File: src/rtl/logic_op_issuer_pkg.sv
// Shared constants and types for the logic-op issuer: opcodes, instruction
// field positions and FSM state encodings.
package logic_op_issuer_pkg;

  localparam int DATA_W = 16;

  // Instruction bit positions.
  localparam int BIT_COMPUTE = 15;
  localparam int BIT_OP_HI   = 10;
  localparam int BIT_OP_LO   = 9;
  localparam int BIT_SWAP    = 8;
  localparam int BIT_WR_A    = 5;
  localparam int BIT_WR_D    = 4;

  // Logic-unit operation select, presented as {lu_op1, lu_op0}.
  typedef enum logic [1:0] {
    OP_AND = 2'b00,
    OP_OR  = 2'b01,
    OP_XOR = 2'b10,
    OP_NOT = 2'b11
  } lu_op_e;

  // Issue FSM states.
  typedef enum logic [1:0] {
    IDLE      = 2'b00,
    ISSUE     = 2'b01,
    WRITEBACK = 2'b10
  } state_e;

endpackage

File: src/rtl/logic_instr_decode.sv
// Purely combinational decode of one 16-bit instruction word into its fields.
module logic_instr_decode
  import logic_op_issuer_pkg::*;
(
  input  logic [15:0]       instr_i,
  output logic              is_compute_o,
  output lu_op_e            op_o,
  output logic              swap_o,
  output logic              wr_a_o,
  output logic              wr_d_o,
  output logic [DATA_W-1:0] imm_o
);

  // Field extraction; load-immediate zero-extends the low 15 bits.
  always_comb begin
    is_compute_o = instr_i[BIT_COMPUTE];
    op_o         = lu_op_e'(instr_i[BIT_OP_HI:BIT_OP_LO]);
    swap_o       = instr_i[BIT_SWAP];
    wr_a_o       = instr_i[BIT_WR_A];
    wr_d_o       = instr_i[BIT_WR_D];
    imm_o        = {1'b0, instr_i[14:0]};
  end

endmodule

File: src/rtl/logic_op_issuer.sv
// Issues logic instructions to an external combinational logic unit and
// writes its result back into the A/D registers. Load-immediates retire in
// the accept cycle; computes take IDLE -> ISSUE -> WRITEBACK.
module logic_op_issuer
  import logic_op_issuer_pkg::*;
(
  input  logic              clk,
  input  logic              rst,
  input  logic              instr_valid,
  input  logic [15:0]       instr,
  output logic              instr_ready,
  output logic [DATA_W-1:0] lu_x,
  output logic [DATA_W-1:0] lu_y,
  output logic              lu_op1,
  output logic              lu_op0,
  input  logic [DATA_W-1:0] lu_out,
  output logic [DATA_W-1:0] reg_a,
  output logic [DATA_W-1:0] reg_d,
  output logic              done
);

  state_e            state_q, state_d;
  logic [DATA_W-1:0] a_q, a_d;
  logic [DATA_W-1:0] d_q, d_d;
  logic [DATA_W-1:0] x_q, x_d;
  logic [DATA_W-1:0] y_q, y_d;
  lu_op_e            op_q, op_d;
  logic              wr_a_q, wr_a_d;
  logic              wr_d_q, wr_d_d;
  logic              done_q, done_d;

  logic              dec_is_compute;
  lu_op_e            dec_op;
  logic              dec_swap;
  logic              dec_wr_a;
  logic              dec_wr_d;
  logic [DATA_W-1:0] dec_imm;
  logic              accept;

  logic_instr_decode u_decode (
    .instr_i      (instr),
    .is_compute_o (dec_is_compute),
    .op_o         (dec_op),
    .swap_o       (dec_swap),
    .wr_a_o       (dec_wr_a),
    .wr_d_o       (dec_wr_d),
    .imm_o        (dec_imm)
  );

  assign instr_ready = (state_q == IDLE);
  assign accept      = instr_valid && instr_ready;

  // Next-state and datapath updates; operand/op registers hold when idle.
  always_comb begin
    // NOTE: every target gets a default first so no path leaves it unassigned
    // and no latch is inferred.
    state_d = state_q;
    a_d     = a_q;
    d_d     = d_q;
    x_d     = x_q;
    y_d     = y_q;
    op_d    = op_q;
    wr_a_d  = wr_a_q;
    wr_d_d  = wr_d_q;
    done_d  = 1'b0;

    case (state_q)
      IDLE: begin
        if (accept) begin
          if (dec_is_compute) begin
            state_d = ISSUE;
            x_d     = dec_swap ? a_q : d_q;
            y_d     = dec_swap ? d_q : a_q;
            op_d    = dec_op;
            wr_a_d  = dec_wr_a;
            wr_d_d  = dec_wr_d;
          end else begin
            a_d    = dec_imm;
            done_d = 1'b1;
          end
        end
      end
      ISSUE: begin
        state_d = WRITEBACK;
      end
      WRITEBACK: begin
        state_d = IDLE;
        if (wr_a_q) a_d = lu_out;
        if (wr_d_q) d_d = lu_out;
        done_d = 1'b1;
      end
      default: begin
        state_d = IDLE;
      end
    endcase
  end

  // State register; reset wins over accept and writeback.
  always_ff @(posedge clk) begin
    // NOTE: sequential state uses non-blocking assignments so every register
    // samples pre-edge values regardless of statement order.
    if (rst) begin
      state_q <= IDLE;
      a_q     <= '0;
      d_q     <= '0;
      x_q     <= '0;
      y_q     <= '0;
      op_q    <= OP_AND;
      wr_a_q  <= 1'b0;
      wr_d_q  <= 1'b0;
      done_q  <= 1'b0;
    end else begin
      state_q <= state_d;
      a_q     <= a_d;
      d_q     <= d_d;
      x_q     <= x_d;
      y_q     <= y_d;
      op_q    <= op_d;
      wr_a_q  <= wr_a_d;
      wr_d_q  <= wr_d_d;
      done_q  <= done_d;
    end
  end

  assign lu_x   = x_q;
  assign lu_y   = y_q;
  assign lu_op1 = op_q[1];
  assign lu_op0 = op_q[0];
  assign reg_a  = a_q;
  assign reg_d  = d_q;
  assign done   = done_q;

endmodule

File: config.mk
export PLATFORM = sky130hd
export DESIGN_NAME = logic_op_issuer
export DESIGN_NICKNAME = d
export VERILOG_FILES = /design/src/rtl/logic_op_issuer_pkg.sv /design/src/rtl/logic_instr_decode.sv /design/src/rtl/logic_op_issuer.sv
export SDC_FILE = /design/constraint.sdc
export NUM_CORES = 1
export LEC_CHECK = 0
export ABC_AREA = 1
export CAP_MARGIN = 20
export CORE_MARGIN = 2
export CORE_UTILIZATION = 46
export CTS_CLUSTER_DIAMETER = 50
export DETAILED_ROUTE_END_ITERATION = 6
export HOLD_SLACK_MARGIN = 0.03
export MAX_ROUTING_LAYER = met4
export PLACE_DENSITY = 0.8
export SYNTH_ARGS = -nofsm -noshare
export SYNTH_HDL_FRONTEND = slang
export SYNTH_SLANG_ARGS = --single-unit
File: constraint.sdc
create_clock -name clk -period 1.3 [get_ports clk]
set_input_delay 0.325 -clock clk [delete_from_list [all_inputs] [get_ports clk]]
set_output_delay 0.325 -clock clk [all_outputs]
set_load 0.005 [all_outputs]
==> Implementation_results.wiki <==
{| class="wikitable"
! Metric !! Value
|-
| Detailed Route WL || 9050 um
|-
| Count of boundary I/O pins || 103
|-
| Net count reported at finish || 610
|-
| Share of post-route cells with drive strength above 1 || 16.7%
|-
| Stages on the worst setup path || 1
|-
| Sequential area share after synthesis || 45.8%
|-
| Pin count of the biggest net entering global routing || 46
|-
| Startpoint of the worst setup timing path || reg_a[11]
|-
| Area of the mapped netlist || 3110 sq um
|-
| Cell type of the slowest stage on the worst timing path || sky130_fd_sc_hd__dfxtp_1
|-
| Worst-case headroom to the max-slew limit || 77.0%
|-
| FF-to-FF path depth || 6
|-
| Number of synthesized register bits || 71
|-
| Average wire length per cell after detail routing || 13.8 um
|-
| Commonest non-fill, non-tap cells in the layout || 110 x sky130_fd_sc_hd__nand2_1, 100 x sky130_fd_sc_hd__nor2_1, 64 x sky130_fd_sc_hd__dlygate4sd2_1
|-
| Setup violations, final || 0
|-
| Final worst-path setup slack || 0.0258 ns
|-
| Total count of max-transition violations in the final report || 0
|-
| Number of maximum-capacitance constraint violations || 0
|-
| Sum of buffers and inverters on the critical path || 1
|-
| Post-synthesis cell type with the largest combined area || sky130_fd_sc_hd__dfxtp_1
|-
| DRT antenna net count || 0
|-
| Final HPWL DP || 6140 um
|-
| Biggest cell delay along the critical path || 0.35 ns
|-
| Path type of the worst setup path || reg2out
|-
| Global placer's final weighted congestion || 0.835
|-
| Worst VDD drop || 0.590 mV
|-
| Clock Sinks || 71
|-
| Run status || finished clean
|-
| Worst path top cell family by delay || flip-flops
|-
| Static leakage power || 2.22 nW
|-
| Filler cell count || 552
|-
| Clock tree from TritonCTS || built
|-
| Cts bufs inserted || 9
|-
| Launch point of the worst hold path || instr_valid
|-
| Power density over the cells || 1100 nW/um^2
|-
| Final non-filler cell area || 4610 sq um
|-
| Placed inst area || 4320 sq um
|-
| Worst-Skew Late Latency || 0.34 ns
|-
| Post-route minimum period || 1.27 ns
|-
| Congestion Overflow GR || 0
|-
| Syn Inst Count || 465
|-
| Max H-tree Level || 3
|-
| Most common cell after layout, fill and taps aside || sky130_fd_sc_hd__nand2_1
|-
| Clock-pin slew of the registers on the worst-case setup and hold paths || 0.07 ns
|-
| Dominant cells by area after synthesis || sky130_fd_sc_hd__dfxtp_1 46%, sky130_fd_sc_hd__nand2_1 14%, sky130_fd_sc_hd__o21ai_0 12%
|-
| Worst setup path endpoint || reg_a[11]
|-
| Net count of the mapped netlist || 500
|-
| Setup Skew || 0.00524 ns
|-
| Number of vias per cell || 5.04
|-
| Drt drc || 0
|-
| Reg2reg start || state_q[1]
|-
| Starting utilization of the core area || 48.4%
|-
| Kind of path behind the tightest hold check || in2reg
|-
| Period Utilization, post-route || 98.0%
|-
| Full die area || 7420 sq um
|-
| Global-route total usage across every layer || 24.7%
|-
| P&R area growth vs syn || 48.4%
|-
| PortBufs || 102
|-
| Wire length of the first global-routing pass || 14000 um
|-
| Number of iterations in the first detailed-routing pass || 6
|-
| Worst Max-Slew Pin Slew || 0.342 ns
|-
| Root Driver || sky130_fd_sc_hd__clkbuf_8
|-
| Storage element area || 1470 sq um
|-
| Yosys warns || 0
|-
| Capturing element type of the critical path || primary output
|-
| Number of antenna violations at the first check in global routing || 0
|-
| Core region area || 6420 sq um
|-
| CTS max path bufs || 2
|-
| Iteration-0 DRC count of the detailed router || 215
|-
| Worst Hold Slack || 0.320 ns
|-
| Vias after detailed routing || 3312
|-
| Maximum fanout encountered on the critical timing path || 3
|-
| Final Hold Fails || 0
|-
| Antenna diode count || 0
|-
| Setup slack on the worst flop-to-flop path || 0.04 ns
|-
| Post-Place Worst Slack || -0.371 ns
|-
| Cts-stage hold buffer count || 0
|-
| CP Cell Sequence || dlygate4sd2_1
|-
| Die width || 86.2 um
|-
| Endpoint arrival time on the critical path || 0.95 ns
|-
| Worst path required time || 0.98 ns
|-
| Maximum clock frequency || 785 MHz
|-
| Number of library cell types mapped by synthesis || 21
|-
| Area of combinational cells with multiple inputs || 1430 sq um
|-
| Cell Rows || 29
|-
| Average cell area after synthesis || 6.68 sq um
|-
| Category of the worst setup path launch point || register
|-
| Vert. Die Dim || 86.2 um
|-
| Via count of the first global-routing pass || 2966
|-
| FF-to-FF End || reg_a[10]
|-
| Top cell type's share of synthesized area || 45.8%
|}
==> flip-flops by register name (all words and copies together) (netlist names) <==
name	flops
state_q	2
wr_d_q	1
wr_a_q	1
lu_y	16
done	1
op_q	2
reg_d	16
reg_a	16
lu_x	16
==> kinds of logic (layout without fill, tap and decap cells) <==
family / count (synthesis) / in the layout / share of synthesized area, %
DFF: 71 / 71 / 45.8
AOI/OAI and AO/OA: 105 / 105 / 17.0
buffers and inverters: 68 / 183 / 9.63
and+or+nand+nor: 221 / 221 / 27.6
==> layout make-up <==
cell class                      instances  share of cell area (%)
Multi-Input combinational cell        326                    31.0
Tap cell                               77                    2.09
Clock buffer                           13                    3.23
Clock inverter                          3                   0.923
Timing Repair Buffer                  128                    27.6
Inverter                               39                    3.23
Sequential cell                        71                    31.9
==> per-stage QoR <==
| step | cells | TNS (ns) | power, W | util (%) |
|---|---|---|---|---|
| after floorplan | 465 | 0 | 0.00285 | - |
| after global placement | 635 | -15.50 | 0.00335 | 67.2 |
| after detailed placement | 635 | -17.60 | 0.00337 | 67.2 |
| after CTS | 654 | 0 | 0.00503 | 70.1 |
| after global routing | 657 | -0.0315 | 0.00531 | 71.8 |
| final | 657 | 0 | 0.00509 | 71.8 |
==> power breakdown <==
| part | switching (W) | internal [W] | total (W) |
|---|---|---|---|
| Combinational | 0.000471 | 0.000465 | 0.000936 |
| Sequential | 0.0000823 | 0.00232 | 0.00240 |
| Clock | 0.000810 | 0.000939 | 0.00175 |
==> per-layer routing <==
metal,GRT usage (%),share of wire [%]
met5,-,0
met4,10.5,2.8
met3,3.37,5.6
met2,39.1,49
met1,31.6,43
==> synth_stat cells <==
cell type / instances
sky130_fd_sc_hd__nor2_1: 102
sky130_fd_sc_hd__clkbuf_1: 10
sky130_fd_sc_hd__nand3_1: 1
sky130_fd_sc_hd__buf_1: 1
sky130_fd_sc_hd__nand3b_1: 1
sky130_fd_sc_hd__o21ai_1: 7
sky130_fd_sc_hd__dfxtp_1: 71
sky130_fd_sc_hd__nor2_4: 2
sky130_fd_sc_hd__buf_6: 1
sky130_fd_sc_hd__inv_1: 37
sky130_fd_sc_hd__clkbuf_2: 1
sky130_fd_sc_hd__inv_2: 1
sky130_fd_sc_hd__buf_4: 5
sky130_fd_sc_hd__buf_2: 11
sky130_fd_sc_hd__o21ai_2: 1
sky130_fd_sc_hd__inv_4: 1
sky130_fd_sc_hd__o21ai_0: 77
sky130_fd_sc_hd__nand2_2: 2
sky130_fd_sc_hd__nor3_1: 1
sky130_fd_sc_hd__a21oi_1: 20
sky130_fd_sc_hd__nand2_1: 112
==> timing repair <==
item / CTS / global route
resized for setup: 114 / 37
pin swaps: 1 / 3
cloned: 0 / 3
buffers inserted: 3 / 0
setup endpoints to repair: 85 / 65
==> how the worst min path moves through the flow <==
stage	cells after the start	endpoint
final	3	done
after global routing	3	done
after CTS	2	reg_d[12]
after detailed placement	2	wr_a_q
after global placement	2	wr_a_q
after floorplan	1	done
No activity file was read; power rests on OpenSTA's default activity.
